==> config.mk <==
export PLATFORM = sky130hd
export DESIGN_NAME = down_counter_flat
export DESIGN_NICKNAME = d
export VERILOG_FILES = /design/src/rtl/down_counter_if.sv /design/src/rtl/down_counter.sv /design/src/flat_wrapper.sv
export SDC_FILE = /design/constraint.sdc
export NUM_CORES = 1
export LEC_CHECK = 0
export CORE_UTILIZATION = 32
export DETAILED_ROUTE_END_ITERATION = 12
export HOLD_SLACK_MARGIN = 0.03
export PLACE_DENSITY = 0.61
export SETUP_SLACK_MARGIN = 0.3
export SLEW_MARGIN = 5
export SYNTH_ARGS = -nofsm -noshare
export SYNTH_HDL_FRONTEND = slang
export SYNTH_SLANG_ARGS = --single-unit
==> constraint.sdc <==
create_clock -name clock -period 2.4 [get_ports clock]
set_clock_uncertainty 0.2 [all_clocks]
set_input_delay 0.72 -clock clock [delete_from_list [all_inputs] [get_ports clock]]
set_output_delay 0.72 -clock clock [all_outputs]
set_load 0.1 [all_outputs]
==> src/rtl/down_counter_if.sv <==
// Load handshake and status bundle for the down_counter timer.
// The master side issues loads and controls counting; the slave side is the counter.
interface down_counter_if #(
  parameter int N = 7
);
  logic         load_valid;
  logic         load_ready;
  logic [N:0]   load_value;
  logic         reload;
  logic         enable;
  logic         stop;
  logic [N:0]   count;
  logic         busy;
  logic         done;

  modport master (
    output load_valid, load_value, reload, enable, stop,
    input  load_ready, count, busy, done
  );

  modport slave (
    input  load_valid, load_value, reload, enable, stop,
    output load_ready, count, busy, done
  );
endinterface

==> src/rtl/down_counter.sv <==
// Loadable, programmable-period down-counter with one-shot and auto-reload modes.
// A load of value V with enable held high produces a one-cycle done pulse V
// cycles later; in auto-reload mode the pulse repeats every V enabled cycles.
module down_counter #(
  parameter int N = 7
) (
  input  logic          clock,
  input  logic          clear_n,
  down_counter_if.slave bus
);

  typedef enum logic {
    S_IDLE = 1'b0,
    S_RUN  = 1'b1
  } state_t;

  state_t     r_state;
  logic [N:0] r_count;
  logic [N:0] r_period;
  logic       r_reload;
  logic       r_done;

  logic       w_load_fire;
  logic       w_load_zero;
  logic       w_terminal;

  // A load is taken only while idle; a zero load never enters RUN.
  assign w_load_fire = bus.load_valid && (r_state == S_IDLE);
  assign w_load_zero = (bus.load_value == '0);
  // Count of one is the last enabled cycle before terminal count.
  assign w_terminal  = (r_count == {{N{1'b0}}, 1'b1});

  // Control FSM with count, period, mode and done pulse all registered together.
  always_ff @(posedge clock or negedge clear_n) begin
    if (!clear_n) begin
      r_state  <= S_IDLE;
      r_count  <= '0;
      r_period <= '0;
      r_reload <= 1'b0;
      r_done   <= 1'b0;
    end else begin
      // done is a pulse unless re-asserted below on this edge.
      r_done <= 1'b0;
      case (r_state)
        S_IDLE: begin
          if (w_load_fire) begin
            r_count  <= bus.load_value;
            r_period <= bus.load_value;
            r_reload <= bus.reload;
            if (w_load_zero) begin
              // Zero-length period: report completion without ever running.
              r_done <= 1'b1;
            end else begin
              r_state <= S_RUN;
            end
          end
        end
        S_RUN: begin
          if (bus.stop) begin
            // Abort wins over a coincident terminal count; count is frozen.
            r_state <= S_IDLE;
          end else if (bus.enable) begin
            if (w_terminal) begin
              r_done <= 1'b1;
              if (r_reload) begin
                r_count <= r_period;
              end else begin
                r_count <= '0;
                r_state <= S_IDLE;
              end
            end else if (r_count != '0) begin
              // Guarded so the count can never wrap below zero.
              r_count <= r_count - 1'b1;
            end
          end
        end
        default: begin
          r_state <= S_IDLE;
        end
      endcase
    end
  end

  assign bus.load_ready = (r_state == S_IDLE);
  assign bus.busy       = (r_state == S_RUN);
  assign bus.count      = r_count;
  assign bus.done       = r_done;

endmodule
==> src/flat_wrapper.sv <==
// flat-port wrapper written by rule: the top's interface ports become plain ports
module down_counter_flat 
#(
  parameter int N = 7
)
  (clock, clear_n, bus_load_valid, bus_load_value, bus_reload, bus_enable, bus_stop, bus_load_ready, bus_count, bus_busy, bus_done);
  down_counter_if #(.N(N)) bus_i ();
  input  logic clock;
  input  logic clear_n;
  input wire logic [$bits(bus_i.load_valid)-1:0] bus_load_valid;
  input wire logic [$bits(bus_i.load_value)-1:0] bus_load_value;
  input wire logic [$bits(bus_i.reload)-1:0] bus_reload;
  input wire logic [$bits(bus_i.enable)-1:0] bus_enable;
  input wire logic [$bits(bus_i.stop)-1:0] bus_stop;
  output wire logic [$bits(bus_i.load_ready)-1:0] bus_load_ready;
  output wire logic [$bits(bus_i.count)-1:0] bus_count;
  output wire logic [$bits(bus_i.busy)-1:0] bus_busy;
  output wire logic [$bits(bus_i.done)-1:0] bus_done;
  assign bus_i.load_valid = bus_load_valid;
  assign bus_i.load_value = bus_load_value;
  assign bus_i.reload = bus_reload;
  assign bus_i.enable = bus_enable;
  assign bus_i.stop = bus_stop;
  assign bus_load_ready = bus_i.load_ready;
  assign bus_count = bus_i.count;
  assign bus_busy = bus_i.busy;
  assign bus_done = bus_i.done;
  down_counter #(.N(N)) u_core (.clock(clock), .clear_n(clear_n), .bus(bus_i));
endmodule
Yosys cells after proc, flatten, opt, wreduce, memory -nomap -nowiden
Index checks and enable logic that the tools add are counted.

cells by class
  mux-type cells = 20
  add/sub/neg operators = 1
  equality and inequality tests = 5
  bitwise operators = 1
  reduce and logical (&&, ||, !) cells = 5

operators by type and width
  cell                   count
  $mux W8                6
  $pmux W8 S2            1
  $mux W1                11
  $eq A8 B1 Y1 const B   1
  $logic_not A8 Y1       1
  $reduce_bool A8 Y1     1
  $sub A8 B1 Y8 const B  1
  $ne A2 B2 Y1 const B   2
  $pmux W1 S2            2
  $reduce_and A4 Y1      1
  $ne A3 B3 Y1 const B   1
  $ne A2 B1 Y1 const B   1
  $reduce_and A2 Y1      1
  $logic_and A1 B1 Y1    1
  $not A1 Y1             1

storage, ports and cells
  input bits = 14
  logic and storage cells = 37
  register bits = 19
  output and inout bits = 11

Longest topological paths before layout
  depth after elaboration = 6
  gate-level depth with buffers = 7
  depth with buffers taken out = 6

Least setup slack after synthesis
No wires, ideal clock.

  kind = register to register
  start = register u_core.r_count[0] (netlist: u_core.bus.count[0])
  end = register u_core.r_count[0] (netlist: u_core.bus.count[0])
  data arrival time = 2.367 ns
  buffers on the path = 1
  setup time = 0.120 ns
  clock period less this slack = 2.687 ns
  required time = 2.080 ns
  stages on the path, launching flop included = 7
  path slack = -0.287 ns
  path through = dfrtp_1 -> ha_1 -> nor3b_2 -> and2_0 -> buf_2 -> mux2i_1 -> a31o_2

between the ends
  longest elaborated chain between the ends = 6
  elaborated cells on any way between the ends = 10
  classes of those cells = add/sub (1); eq/ne (2); mux (5); reduce/logical (2)

RTL lines
  item                      line                text
  start: declaration        down_counter.sv:18  logic [N:0] r_count;
  start signal: assignment  down_counter.sv:47  r_count <= bus.load_value;
  start signal: assignment  down_counter.sv:66  r_count <= r_period;
  start signal: assignment  down_counter.sv:73  r_count <= r_count - 1'b1;
  $sub A8 B1 Y8             down_counter.sv:73
  $mux W8                   down_counter.sv:71  end else if (r_count != '0) begin
  $mux W8                   down_counter.sv:63  if (w_terminal) begin
  $mux W8                   down_counter.sv:62  end else if (bus.enable) begin
  $mux W8                   down_counter.sv:59  if (bus.stop) begin
  $pmux W8 S2               down_counter.sv:44  case (r_state)

Parallel ways exist; a longest one is shown, timed or not. The select of a mux whose other input is x is not followed.
A chain may end at the register's enable or synchronous reset.

Worst setup path in the final report
  start = register u_core.r_count[4] (netlist: u_core.bus.count[4])
  end = register u_core.r_count[0] (netlist: u_core.bus.count[0])

between the ends
  longest elaborated chain between the ends = 5
  elaborated cells on any way between the ends = 8
  classes of those cells = eq/ne (2); mux (4); reduce/logical (2)

RTL lines
  item          line                text
  $eq A8 B1 Y1  down_counter.sv:31  assign w_terminal = (r_count == {{N{1'b0}}, 1'b1});
  $mux W8       down_counter.sv:63
  $mux W8       down_counter.sv:62
  $mux W8       down_counter.sv:59
  $pmux W8 S2   down_counter.sv:44

Parallel ways exist; a longest one is shown, timed or not. The select of a mux whose other input is x is not followed.

==> impl_metrics.ini <==
[logic_synthesis]
syn_avg_cell_area_um2 = 9.201
synth_area_um2 = 1196
synth.area.top_cells = dfrtp_1, nand2_1, ha_1
ys_ff_latch = 19
synth-compound-area-share = 0.2071
ys_seq_area_frac = 0.3975
synth_mux_area_frac = 0.02615
synth_top_family_by_area = simple AND/OR/NAND/NOR gates
synth_xor_area_frac = 0.01464
yosysTopAreaCell = dfrtp_1
async_reset_ff_frac = 1.000
synth_simple_gate_area_frac = 0.2521
synth_cell_types = 41
synth-main-ff-cell = dfrtp_1
synth_edf_count = 0
yosys.area.top_type_share = 0.3975
syn_inst = 130
ys_warn_count = 0
synth_most_common_cell = nand2_1
synth_adder_area_share = 0.03138
syn-num-nets = 147
synth.top_cells.by_count = nand2_1, dfrtp_1, o22ai_1

[clock_network]
worstSkewPairLatency_ps = 250
cts_buffers = 3
htreeDepth = 1
clk_path_buf_depth = 2
cts_tree = yes
cts_root_buf = clkbuf_8
cts_sinks = 19
clkSlewWorstSetupHoldPaths_ps = 70

[floorplanning]
die_area_um2 = 3987
die_y_um = 63.14
die_w_um = 63.14
start_util = 0.3449
core_area_um2 = 3468
io_pins = 25
placementRows = 21

[routing]
ant_nets = 0
drt_iter0_drc = 47
viasPerCell = 5.301
first_pass_iters = 4
wl_um = 3352
drc = 0
wl_per_cell_um = 16.27
vias = 1092

[setup_path]
path_class = reg2reg
critPathRequiredTime_ps = 2350
cp_max_fo = 9
worstPathArrival_ps = 2010
cp-end-kind = register
cp-start-kind = register

[grt]
grt_max_degree = 20
grt_antenna_before_repair = 0
grt_pass1_wl_um = 5430
grt.overflow.total = 0
grt_pass1_vias = 1069
track_usage = 0.1762

[sta]
setup_viol = 0
drv_slew = 0
rsz0062_at_grt = false
worstMarginPinSlew_ps = 346.7
post-route-min-period_ps = 2059
fin_tns_setup_ps = 0
worst_slew_margin_rel = 0.7669
period_share = 0.8580
hold_ws_ps = 276.7
hold_violations = 0
fmax_mhz = 485.6

[placed_design]
portBuffers = 24
numPlacedInstances = 198
dp_hpwl_um = 2384
gp_congestion = 0.8611

[flow_run]
max_cap_violations = 0

[min_path]
hp-class = reg2reg

[power_and_ir_drop]
power.density_nw_per_um2 = 1147
leakage_nw = 0.7199
irDropWorstVdd_v = 0.0002837

[cells_and_area]
n_antenna_cell = 0
nets = 178
fin_cells = 206
layout-drive-gt1-share = 0.3125
syn2layout_area_growth_pct = 47.80

[run_status]
status = finished, final reports clean
## critical path, stage by stage (launching register included)
cell and delay, ps:
dfrtp_4 570, nor4_4 280, buf_4 180, a41oi_4 100, or2_4 280, buf_6 120, a31o_2 220
## layer usage
layer,vias up,track usage,wire (um)
li1,530,-,-
met1,513,0.2477,1540
met2,43,0.2675,1573
met3,6,0.02717,185
met4,0,0.06977,54
met5,-,0,0
## layout make-up
cell class	instances	area, um^2
tap	46	57.56
multi-input combinational	97	689.4
timing repair buffer	35	449.2
clock buffer	4	45.04
inverter	5	25.02
sequential	19	501.7
fill	352	1700
## path summary, 6_finish.rpt
path                                      from             endpoint  slack, ps  cells after the start
max                        u_core.bus.count[4]  u_core.bus.count[0]        340                      6
min                         u_core.r_period[0]   u_core.r_period[0]        280                      2
max reg2reg                u_core.bus.count[4]  u_core.bus.count[0]        340                      6
min reg2reg                 u_core.r_period[0]   u_core.r_period[0]        280                      2
max in group asynchronous              clear_n  u_core.bus.count[0]       1160                      2
min in group asynchronous              clear_n  u_core.bus.count[5]        610                      2
## power by group
group          total (mW)  switching, mW  internal (mW)
logic                1.17          0.707          0.461
clock network       0.226          0.108          0.118
registers           0.632          0.198          0.434
## kinds of logic (layout without fill, tap and decap cells)
family                     count (synthesis)  in the layout
xor gates and xnor gates                   2              2
AOI/OAI and AO/OA                         30             30
muxes                                      3              3
adders and majority gates                  3              3
DFF                                       19             19
and+or+nand+nor                           59             59
buffers and inverters                     14             44
## state kept, by name, summed over array words and instances (netlist names)
name and flops:
u_core.bus.count 8, u_core.bus.busy 1, u_core.r_period 8, u_core.bus.done 1, u_core.r_reload 1
## placed cells by master (no fill, tap or decap), drive strengths merged, types with 2 or more instances in the layout
master and count:
nand2 34, buf 22, dfrtp 19, clkdlybuf4s50 11, o22ai 6, a31oi 5
nor2 5, nand4 4, nor4 4, clkbuf 4, inv 4, o21ai 3
o2bb2ai 3, o31ai 3, ha 3, nor2b 2, mux2i 2, nor3 2
dlymetal6s2s 2, a41oi 2
## through the flow
| stage | cell area, um^2 | worst slack [ps] | util | power, mW |
|---|---|---|---|---|
| floorplan | 1256 | 243.6 | - | 1.355 |
| global placement | 1647 | 9.919 | 0.4747 | 1.726 |
| detailed placement | 1647 | -2.764 | 0.4747 | 1.743 |
| CTS | 1714 | 295.8 | 0.4942 | 1.987 |
| global route | 1768 | 293.8 | 0.5097 | 2.124 |
| finish | 1768 | 340.9 | 0.5097 | 2.027 |
## repair_timing
item	CTS	global route
setup buffers	3	1
endpoints found under the hold margin	0	0
resized for setup	1	11
pin swaps	0	3
cloned	0	0
endpoints found under the setup margin	3	6
hold buffers	0	0
(Power assumes the default switching activity.)
